--- config.mk ---
export PLATFORM = sky130hd
export DESIGN_NAME = mem_store_responder
export DESIGN_NICKNAME = d
export VERILOG_FILES = /design/src/rtl/mem_store_responder.sv
export SDC_FILE = /design/constraint.sdc
export NUM_CORES = 1
export LEC_CHECK = 0
export CORE_MARGIN = 2
export CORE_UTILIZATION = 41
export DETAILED_ROUTE_END_ITERATION = 8
export PLACE_DENSITY = 0.71
export SYNTH_ARGS = -nofsm -noshare
export SYNTH_HDL_FRONTEND = slang
export SYNTH_SLANG_ARGS = --single-unit
--- constraint.sdc ---
create_clock -name clk -period 2.4 [get_ports clk]
set_input_delay 0.36 -clock clk [delete_from_list [all_inputs] [get_ports clk]]
set_output_delay 0.36 -clock clk [all_outputs]
set_load 0.01 [all_outputs]
--- src/rtl/mem_store_responder.sv ---
// mem_store_responder
//   Memory-side responder for the multicycle CPU's load/store requests.
//   Word, halfword and byte accesses against a synchronous word memory with
//   MEM_LAT cycles of read latency. Subword stores are read-modify-write.
//
// Ports
//   clk, reset             clock, synchronous active-high reset
//   req_valid/req_ready    request handshake (ready only while idle)
//   req_write              1 = store, 0 = load
//   req_size               00 word, 01 half, 10 byte, 11 reserved
//   req_addr, req_wdata    byte address, right-aligned store data
//   rsp_valid/rsp_ready    response handshake (valid held until ready)
//   rsp_rdata, rsp_err     zero-extended load data, misaligned/reserved flag
//   mem_addr, mem_wr       word-aligned memory address, one-cycle write strobe
//   mem_wdata, mem_rdata   memory write / read data
module mem_store_responder #(
  parameter int unsigned MEM_LAT = 1
) (
  input  logic        clk,
  input  logic        reset,
  input  logic        req_valid,
  output logic        req_ready,
  input  logic        req_write,
  input  logic [1:0]  req_size,
  input  logic [31:0] req_addr,
  input  logic [31:0] req_wdata,
  output logic        rsp_valid,
  input  logic        rsp_ready,
  output logic [31:0] rsp_rdata,
  output logic        rsp_err,
  output logic [31:0] mem_addr,
  output logic        mem_wr,
  output logic [31:0] mem_wdata,
  input  logic [31:0] mem_rdata
);

  localparam int unsigned CNT_W = (MEM_LAT < 1) ? 1 : $clog2(MEM_LAT + 1);
  localparam logic [CNT_W-1:0] LAT_LAST = CNT_W'(MEM_LAT);

  localparam logic [1:0] SZ_WORD = 2'b00;
  localparam logic [1:0] SZ_HALF = 2'b01;
  localparam logic [1:0] SZ_BYTE = 2'b10;

  typedef enum logic [1:0] {
    S_IDLE,
    S_RD,
    S_WR,
    S_RESP
  } state_t;

  state_t state, state_nxt;

  logic [CNT_W-1:0] lat_cnt;
  logic             op_write;
  logic [1:0]       op_size;
  logic [1:0]       op_lane;
  logic [31:0]      op_wdata;

  logic             accept;
  logic             req_bad;
  logic             rd_done;
  logic [4:0]       lane_shift;
  logic [31:0]      rd_shifted;
  logic [31:0]      load_data;
  logic [31:0]      lane_mask;
  logic [31:0]      merged;

  assign req_ready = (state == S_IDLE);
  assign rsp_valid = (state == S_RESP);
  assign mem_wr    = (state == S_WR);

  assign accept  = (state == S_IDLE) && req_valid;
  assign rd_done = (state == S_RD) && (lat_cnt == LAT_LAST);

  always_comb begin
    req_bad = (req_size == 2'b11)
           || ((req_size == SZ_WORD) && (req_addr[1:0] != 2'b00))
           || ((req_size == SZ_HALF) && req_addr[0]);
  end

  // Lane handling works on the live memory word during the capture cycle,
  // so no separate copy of the read word is kept.
  always_comb begin
    lane_shift = {op_lane, 3'b000};
    rd_shifted = mem_rdata >> lane_shift;
    load_data  = mem_rdata;
    lane_mask  = '1;
    case (op_size)
      SZ_HALF: begin
        load_data = {16'h0000, rd_shifted[15:0]};
        lane_mask = 32'h0000_FFFF << lane_shift;
      end
      SZ_BYTE: begin
        load_data = {24'h00_0000, rd_shifted[7:0]};
        lane_mask = 32'h0000_00FF << lane_shift;
      end
      default: begin
        load_data = mem_rdata;
        lane_mask = '1;
      end
    endcase
    merged = (mem_rdata & ~lane_mask) | ((op_wdata << lane_shift) & lane_mask);
  end

  always_ff @(posedge clk) begin
    if (reset) state <= S_IDLE;
    else       state <= state_nxt;
  end

  always_comb begin
    state_nxt = state;
    case (state)
      S_IDLE: begin
        if (req_valid) begin
          if (req_bad)                                 state_nxt = S_RESP;
          else if (req_write && (req_size == SZ_WORD)) state_nxt = S_WR;
          else                                         state_nxt = S_RD;
        end
      end
      S_RD: begin
        if (rd_done) state_nxt = op_write ? S_WR : S_RESP;
      end
      S_WR:   state_nxt = S_RESP;
      S_RESP: begin
        if (rsp_ready) state_nxt = S_IDLE;
      end
      default: state_nxt = S_IDLE;
    endcase
  end

  always_ff @(posedge clk) begin
    if (reset) begin
      lat_cnt   <= '0;
      op_write  <= 1'b0;
      op_size   <= '0;
      op_lane   <= '0;
      op_wdata  <= '0;
      rsp_rdata <= '0;
      rsp_err   <= 1'b0;
      mem_addr  <= '0;
      mem_wdata <= '0;
    end else begin
      if (accept) begin
        op_write  <= req_write;
        op_size   <= req_size;
        op_lane   <= req_addr[1:0];
        op_wdata  <= req_wdata;
        lat_cnt   <= '0;
        rsp_rdata <= '0;
        rsp_err   <= req_bad;
        // A rejected request never touches the memory-side outputs.
        if (!req_bad) begin
          mem_addr <= {req_addr[31:2], 2'b00};
          if (req_write && (req_size == SZ_WORD)) mem_wdata <= req_wdata;
        end
      end
      if (state == S_RD) begin
        if (rd_done) begin
          if (op_write) mem_wdata <= merged;
          else          rsp_rdata <= load_data;
        end else begin
          lat_cnt <= lat_cnt + 1'b1;
        end
      end
    end
  end

endmodule

# After elaboration in Yosys (flattened, before gate mapping)
# Index checks and enable logic that the tools add are counted.
# totals
ff_bits	135
inputBits	103
output_inout_bits	100
# classes
addsub	1
n_eq_ne	10
n_shift	4
muxes	22
n_bitwise	5
reduce_logical	12
# ops
cell	n
$mux W32	10
$pmux W32 S2	2
$and A32 B32 Y32	2
$not A32 Y32	1
$or A32 B32 Y32	1
$shl A16 B5 Y32 const A	1
$shl A32 B5 Y32	1
$shl A8 B5 Y32 const A	1
$shr A32 B5 Y16	1
$mux W2	5
$eq A2 B2 Y1 const B	4
$pmux W2 S4	1
$eq A2 B1 Y1 const B	3
$logic_and A1 B1 Y1	5
$logic_not A2 Y1	2
$mux W1	4
$ne A2 B2 Y1 const B	2
$reduce_and A3 Y1	1
$logic_or A1 B1 Y1	2
$ne A2 B1 Y1 const B	1
$reduce_and A2 Y1	1
$reduce_bool A2 Y1	1
$add A1 B1 Y1 const B	1
$not A1 Y1	1

# Depth between registers and ports, before layout
# Gate-level depths: netlist of run 1.
# logic_depth
word_depth	9
ltp_mapped	8
mapped_depth_nobuf	6

# Worst setup path before layout of run 1
# No wires, ideal clock.
# synth_timing
path_kind	reg-to-reg
start	register state[0]
end	register rsp_rdata[14]
setup_time_ns	0.060
arrival_time_ns	1.940
path_slack_ns	0.400
stages_incl_launch_ff	8
period_less_slack_ns	2.000
cell_sequence	dfxtp_1 inv_1 ha_1 and2_1 clkbuf_1 nor3_1 clkbuf_1 a221o_1
# synth_between
elab_chain_len	6
# synth_lines
element	line_no	source
start, declared	51	state_t state, state_nxt;
start signal, assigned	107	else state <= state_nxt;
$logic_not A2 Y1 *	n/a	
named net req_ready	22	output logic req_ready,
$logic_and A1 B1 Y1 *	72	assign accept = (state == S_IDLE) && req_valid;
$mux W32 *	143	if (accept) begin
$mux W32	159	if (op_write) mem_wdata <= merged;
$mux W32	158	if (rd_done) begin
$mux W32 *	157	if (state == S_RD) begin
end signal, assigned	160	else rsp_rdata <= load_data;
end, declared	29	output logic [31:0] rsp_rdata,
# The timed path passes the listed nets; every way through them passes the cells marked *.
# A chain may end at the register's enable or synchronous reset.

# Worst setup path in the final report of run 1
# layout_timing
start	register state[0]
end	output req_ready
# layout_between
elab_chain_len	1
# layout_lines
element	line_no	source
$logic_not A2 Y1	68	assign req_ready = (state == S_IDLE);
end, declared	22	
# No other way between the ends.

==> key figures, run 1 <==
Floorplanning
  – Initial core utilization: 0.422
  – Core ar.: 15300 um^2
  – Die Wd: 129 um
  – Die area: 16700 um^2
  – Row count: 45
  – I/O pin count: 203
  – Die height: 129 um

CTS
  – Clock buffer depth: 2
  – H-tree depth: 4
  – # clock sinks: 135
  – Worst-path clk slew: 0.06 ns
  – Clk_lat worst skew: 0.43 ns
  – Number of CTS-inserted buffers: 17
  – Post-CTS setup buffers: 0
  – CTS root buf: clkbuf_16
  – CTS tree: yes

Yosys
  – Synthesized cell area: 6430 um^2
  – Ys Warns: 0
  – EDFF count, synth: 0
  – Post-synth top area share: 0.420
  – Seq cells post-synth: 135
  – Ys flop type: dfxtp_1
  – Avg Cell Area, Syn: 8.33 um^2
  – Sequential area share after synthesis: 0.420
  – Post-synth cell types: 47
  – Synth Instances: 772
  – Async S/R FF share, synth: 0
  – Cell taking the most area after synthesis: dfxtp_1
  – Top cells by area, synth: dfxtp_1, nand2_1, a21oi_1, o21ai_0, mux2i_1

STA
  – Final min period: 2.17 ns
  – Crit share post-route: 0.905
  – Achievable clock frequency: 461 MHz
  – Final hold vios: 0
  – Relative slew margins: 0.506
  – Setup Skew: 0.0173 ns
  – Worst-Margin Slew: 0.738 ns
  – Final setup viols: 0
  – Max-slew violation count: 0
  – Unrepaired setup endpoints after global routing: no

Power
  – Pwr/cell area: 819 nW/um^2
  – P_leak: 3.36 nW
  – Peak VDD IR: 0.562 mV

Routing
  – WL per Instance: 18.6 um
  – Routed vias/inst: 5.62
  – Post-route ant nets: 0
  – Residual DRC count: 0
  – Iter 0 DRT Violations: 675
  – Post-Route WL: 22.0 mm
  – Pre-Repair DR Iteration Count: 8
  – Vias: 6636

Cells and area
  – Diodes inserted: 0
  – Fin util: 0.614
  – Commonest cells after routing, fill and taps aside: clkdlybuf4s50_1, nand2_1, dfxtp_1
  – Layout cells sized above 1: 0.111
  – Commonest non-fill, non-tap cell in the layout: clkdlybuf4s50_1
  – Fin cells: 1181
  – Filler cells: 1362
  – Layout overhead on the synthesized area: 45.5%
  – Layout Nets: 1067

Placement
  – HPWL Detailed: 15.6 mm
  – Port Buffers: 200
  – Final Wtd Congestion: 0.912
  – DP Cell Count: 1149

Setup path
  – Crit path cell chain: inv_1 > ha_1 > clkdlybuf4s50_1
  – Worst reg2reg startpoint: op_lane[0]$_SDFFE_PP0P_
  – Critical path launch point type: flop
  – Max stage delay on crit path: 0.61 ns
  – Critical path class: flop to output port
  – Critical path's slowest cell: clkdlybuf4s50_1
  – Max FO, Critical Path: 8
  – Worst Setup End Kind: output port
  – Worst Path Arrival: 1.81 ns
  – Critical Path RT: 2.04 ns
  – R2r worst-path depth: 5
  – Reg2reg end: mem_wdata[22]$_SDFF_PP0_
  – Reg2reg setup slack: 0.32 ns

Min path
  – Hold Startpoint: reset
  – Worst hold stages: 2
  – Min-Delay Path Class: input port to flop
  – Hold Path Sink: rsp_rdata[21]$_SDFF_PP0_

GRT
  – M3 GR Usage: 0.0661
  – Grt peak-use layer: met2
  – First-pass GRT wire length: 34.3 mm
  – Met1 usage: 0.356
  – Met2 Resource Use GR: 0.419
  – All-layer global routing usage: 0.264
  – GR Overflow Total: 0
  – Vias in the first global route: 6316
  – Initial antenna violation count: 0
  – Largest net degree at the start of global routing: 59

Status
  – Outcome: finished clean

Run
  – Max-cap violations: 0
what timing repair did:
action,4_1_cts,5_1_grt
setup endpoints to repair,0,6
hold buffers,0,0
resized for setup,0,1
hold endpoints to repair,0,0
routing by layer:
metal	vias up	routed length, um
met2	275	10300
met3	38	1730
met4	0	490
li1	3147	-
met1	3176	9440
met5	-	0
cell type report:
cell class | instances | area (um^2) | area share
clock buffers | 18 | 429 | 0.0458
clock inverters | 14 | 196 | 0.0210
inverters | 12 | 45.0 | 0.00481
multi-input cells | 557 | 3410 | 0.364
flip-flops and latches | 135 | 2700 | 0.289
well taps | 211 | 264 | 0.0282
repair buffers | 234 | 2320 | 0.247
stage by stage:
stage | hold WS (ns) | total power [mW] | instance area [um^2] | setup TNS (ns) | setup slack, ns
after global placement | 0.436 | 4.87 | 8740 | 0 | 0.0236
after CTS | 0.276 | 7.67 | 9360 | 0 | 0.174
after global routing | 0.287 | 8.00 | 9360 | 0 | 0.130
final | 0.281 | 7.67 | 9360 | 0 | 0.229
after floorplan | 0.433 | 3.95 | 6440 | 0 | 0.400
after detailed placement | 0.442 | 4.89 | 8740 | -0.0363 | -0.0162
worst max path at each step:
stage / from / endpoint / depth (start not counted)
after floorplan: state[0]$_SDFFE_PP0P_ / rsp_rdata[14]$_SDFF_PP0_ / 7
after global placement: req_addr[1] / mem_wdata[20]$_SDFF_PP0_ / 6
after detailed placement: req_addr[1] / mem_wdata[29]$_SDFF_PP0_ / 5
after CTS: state[0]$_SDFFE_PP0P_ / rsp_rdata[31]$_SDFF_PP0_ / 6
after global routing: state[0]$_SDFFE_PP0P_ / req_ready / 3
final: state[0]$_SDFFE_PP0P_ / req_ready / 3
Yosys cell counts (2+ instances only):
master      n
a211oi_1   26
dfxtp_1   135
nand3_1    31
a31oi_1    15
buf_1       6
a221o_1     7
clkbuf_1   51
o21ba_2     2
nor3_1      2
buf_6       2
a21oi_1    85
or2_2       9
a22oi_1    24
inv_1      12
mux2i_1    21
nor2b_1     6
buf_4       2
o21ai_0    46
nor3b_1     8
buf_2       8
a221oi_1   12
nand3b_1    2
ha_1        7
mux2_2     16
nor2_1     31
o21bai_1    2
and2_1      2
a32oi_1     9
and3_1      5
nand2b_1   10
nand2_1   147
o21a_1      2
a311oi_1    8
mux4_2      8
flip-flops by register name (all words and copies together), names as in the netlist:
register / count
op_wdata: 32
op_size: 2
rsp_rdata: 32
state: 2
lat_cnt: 1
op_lane: 2
rsp_err: 1
op_write: 1
mem_wdata: 32
mem_addr: 30
report_power, final:
part | total (mW) | internal, mW | switching (mW) | leakage, nW
sequential | 2.72 | 2.49 | 0.228 | 1.10
combinational | 2.16 | 0.988 | 1.17 | 1.97
clock | 2.79 | 1.75 | 1.04 | 0.297
worst max-delay path: cells and delay by family (launching register included):
kind	cells	cell delay, ns
fa+ha+maj	1	0.32
buf+inv	2	0.72
flops	1	0.35
logic make-up (layout without fill, tap and decap cells):
kind of cell	Yosys count	in the layout	synth area share
AND/OR/NAND/NOR	259	259	0.181
other	1	2	0.000583
adder cells (fa/ha/maj)	7	7	0.0136
buffers and inverters	81	278	0.0523
multiplexers	45	45	0.0887
AO/OA/AOI/OAI	244	244	0.244
flip-flops	135	135	0.420
Power figures use the tool's default switching activity.
==> run 2: changes to the inputs <==
- CORE_MARGIN: 2 -> 3
==> run 2 against run 1 <==
  * Total power fell by 1.7%
  * Die area up 3.1%
  * Fmax fell by 0.57%
  * Flip-flop and latch count did not move
  * Via count decreased by 0.89%
  * Clock skew down 0.0087 ns
  * First-iteration DRC count down 20%
  * Critical path type unchanged
  * Largest power group is now sequential cells
==> key figures, run 2 (synthesis gave the netlist of run 1 again) <==
Status
  – Outcome: finished clean (unchanged)

CTS
  – Worst-path clk slew: 0.06 ns (about the same)
  – Post-CTS setup buffers: 0 (unchanged)
  – Resize count post-CTS: 0 (unchanged)
  – Number of CTS-inserted buffers: 17 (unchanged)
  – H-tree depth: 4 (unchanged)
  – CTS root buf: clkbuf_16 (unchanged)
  – # clock sinks: 135 (unchanged)
  – CTS tree: yes (unchanged)
  – Clk_lat worst skew: 0.43 ns (about the same)
  – Clock buffer depth: 2 (unchanged)
  – Hold_buf cts: 0 (unchanged)

STA
  – Crit share post-route: 0.910 (was 0.905)
  – Unrepaired setup endpoints after global routing: no (unchanged)
  – Worst-Margin Slew: 1.01 ns (was 0.738 ns)
  – Final setup viols: 0 (unchanged)
  – Relative slew margins: 0.325 (was 0.506)
  – Setup Skew: 0.00859 ns (was 0.0173 ns)
  – Max-slew violation count: 0 (unchanged)
  – Achievable clock frequency: 458 MHz (was 461 MHz)
  – Final hold vios: 0 (unchanged)
  – Hold_ws: 0.272 ns (was 0.281 ns)
  – Final min period: 2.18 ns (was 2.17 ns)

Power
  – Peak VDD IR: 0.542 mV (was 0.562 mV)
  – Sequential power share: 0.359 (was 0.355)
  – P_leak: 3.35 nW (was 3.36 nW)
  – Logic gate share of total power: 0.286 (was 0.282)
  – Internal cell power: 5.19 mW (was 5.22 mW)
  – Clock share of power: 0.355 (was 0.363)
  – Pwr/cell area: 807 nW/um^2 (was 819 nW/um^2)
  – Switch share: 0.312 (was 0.319)
  – Power Total: 7.54 mW (was 7.67 mW)
  – Switching pwr: 2.35 mW (was 2.44 mW)

Placement
  – Port Buffers: 200 (unchanged)
  – Post-DP Area: 8740 um^2 (unchanged)
  – HPWL Detailed: 15.8 mm (was 15.6 mm)
  – Final Wtd Congestion: 0.940 (was 0.912)

Floorplanning
  – I/O pin count: 203 (unchanged)
  – Row count: 45 (unchanged)
  – Die area: 17200 um^2 (was 16700 um^2)
  – Initial core utilization: 0.422 (unchanged)
  – Die Wd: 131 um (was 129 um)
  – Die height: 131 um (was 129 um)
  – Core ar.: 15300 um^2 (unchanged)

Setup path
  – Critical Path RT: 2.04 ns (about the same)
  – Worst Path Arrival: 1.82 ns (was 1.81 ns)
  – Max FO, Critical Path: 8 (unchanged)
  – Worst Setup End Kind: output port (unchanged)
  – Reg2reg end: mem_wdata[22]$_SDFF_PP0_ (unchanged)
  – Worst setup startpoint: state[0]$_SDFFE_PP0P_ (unchanged)
  – Worst reg2reg startpoint: state[0]$_SDFFE_PP0P_ (was op_lane[0]$_SDFFE_PP0P_)
  – Critical Path End: req_ready (unchanged)
  – Reg2reg setup slack: 0.27 ns (was 0.32 ns)
  – Critical path launch point type: flop (unchanged)
  – R2r worst-path depth: 7 (was 5)
  – Critical path class: flop to output port (unchanged)

Cells and area
  – Layout overhead on the synthesized area: 45.2% (was 45.5%)
  – Layout Nets: 1067 (unchanged)
  – Fin area: 9340 um^2 (was 9360 um^2)
  – Regs by FF count: mem_wdata: 32 flops, op_wdata: 32 flops, rsp_rdata: 32 flops (unchanged)
  – Layout cells sized above 1: 0.107 (was 0.111)
  – Commonest non-fill, non-tap cell in the layout: clkdlybuf4s50_1 (unchanged)
  – Diodes inserted: 0 (unchanged)
  – Commonest cells after routing, fill and taps aside: clkdlybuf4s50_1, nand2_1, dfxtp_1 (unchanged)

GRT
  – Largest net degree at the start of global routing: 53 (was 59)
  – First-pass GRT wire length: 34.8 mm (was 34.3 mm)
  – Vias in the first global route: 6309 (was 6316)
  – Initial antenna violation count: 0 (unchanged)
  – GR Overflow Total: 0 (unchanged)
  – All-layer global routing usage: 0.250 (was 0.264)

Routing
  – Vias: 6577 (was 6636)
  – Residual DRC count: 0 (unchanged)
  – Routed vias/inst: 5.57 (was 5.62)
  – Post-route ant nets: 0 (unchanged)
  – Iter 0 DRT Violations: 541 (was 675)
  – Post-Route WL: 22.0 mm (about the same)
  – WL per Instance: 18.7 um (was 18.6 um)
  – Pre-Repair DR Iteration Count: 5 (was 8)

Min path
  – Hold Startpoint: reset (unchanged)
  – Min-Delay Path Class: input port to flop (unchanged)

Run
  – Max-cap violations: 0 (unchanged)
## run 2: cell types whose count changed in the layout (fill, tap and decap cells not counted), sizes merged
cell / previous run / this run
clkinvlp: 3 / 0
inv: 15 / 12
bufinv: 4 / 3
clkbuf: 18 / 25
## run 2: per-stage QoR
stage          std cells  TNS (ns)   util  setup WS (ns)
2_1_floorplan        773         0      -          0.400
3_3_place_gp        1149         0  0.573         0.0162
3_5_place_dp        1149   -0.0984  0.573        -0.0202
4_1_cts             1181         0  0.612          0.185
5_1_grt             1181         0  0.612          0.135
6_report            1181         0  0.612          0.216
## run 2: routing by layer
layer,share of wire,global-route usage
met1,0.43,0.336
met2,0.46,0.391
met3,0.085,0.0662
met4,0.025,0.0893
met5,0,0
## run 2: worst min path at each step
stage / endpoint / slack (ns) / cells after the start
final: mem_addr[29]$_SDFFE_PP0P_ / 0.27 / 2
after global routing: mem_addr[28]$_SDFFE_PP0P_ / 0.29 / 2
after CTS: op_write$_SDFFE_PP0P_ / 0.26 / 2
after detailed placement: rsp_rdata[1]$_SDFF_PP0_ / 0.44 / 2
after global placement: rsp_rdata[5]$_SDFF_PP0_ / 0.44 / 2
after floorplan: op_wdata[24]$_SDFFE_PP0P_ / 0.43 / 2
## run 2: area by class of cell
type                    instances  area (um^2)
multi-input cells             557         3410
flip-flops and latches        135         2700
inverters                      12         45.0
clock inverters                 7          118
repair buffers                234         2320
well taps                     211          264
fillers                      1353         5920
clock buffers                  25          485
## run 2: power groups by stage
stage	Clock [mW]	Combinational (mW)	Sequential, mW
3_3_place_gp	0	2.12	2.74
5_1_grt	2.81	2.33	2.74
4_1_cts	2.70	2.15	2.70
3_5_place_dp	0	2.13	2.75
6_report	2.67	2.16	2.71
2_1_floorplan	0	1.23	2.72
## run 2: critical path: stages, from the launching register on
cell and delay, ns:
dfxtp_1 0.34, inv_1 0.12, ha_1 0.33, clkdlybuf4s50_1 0.60
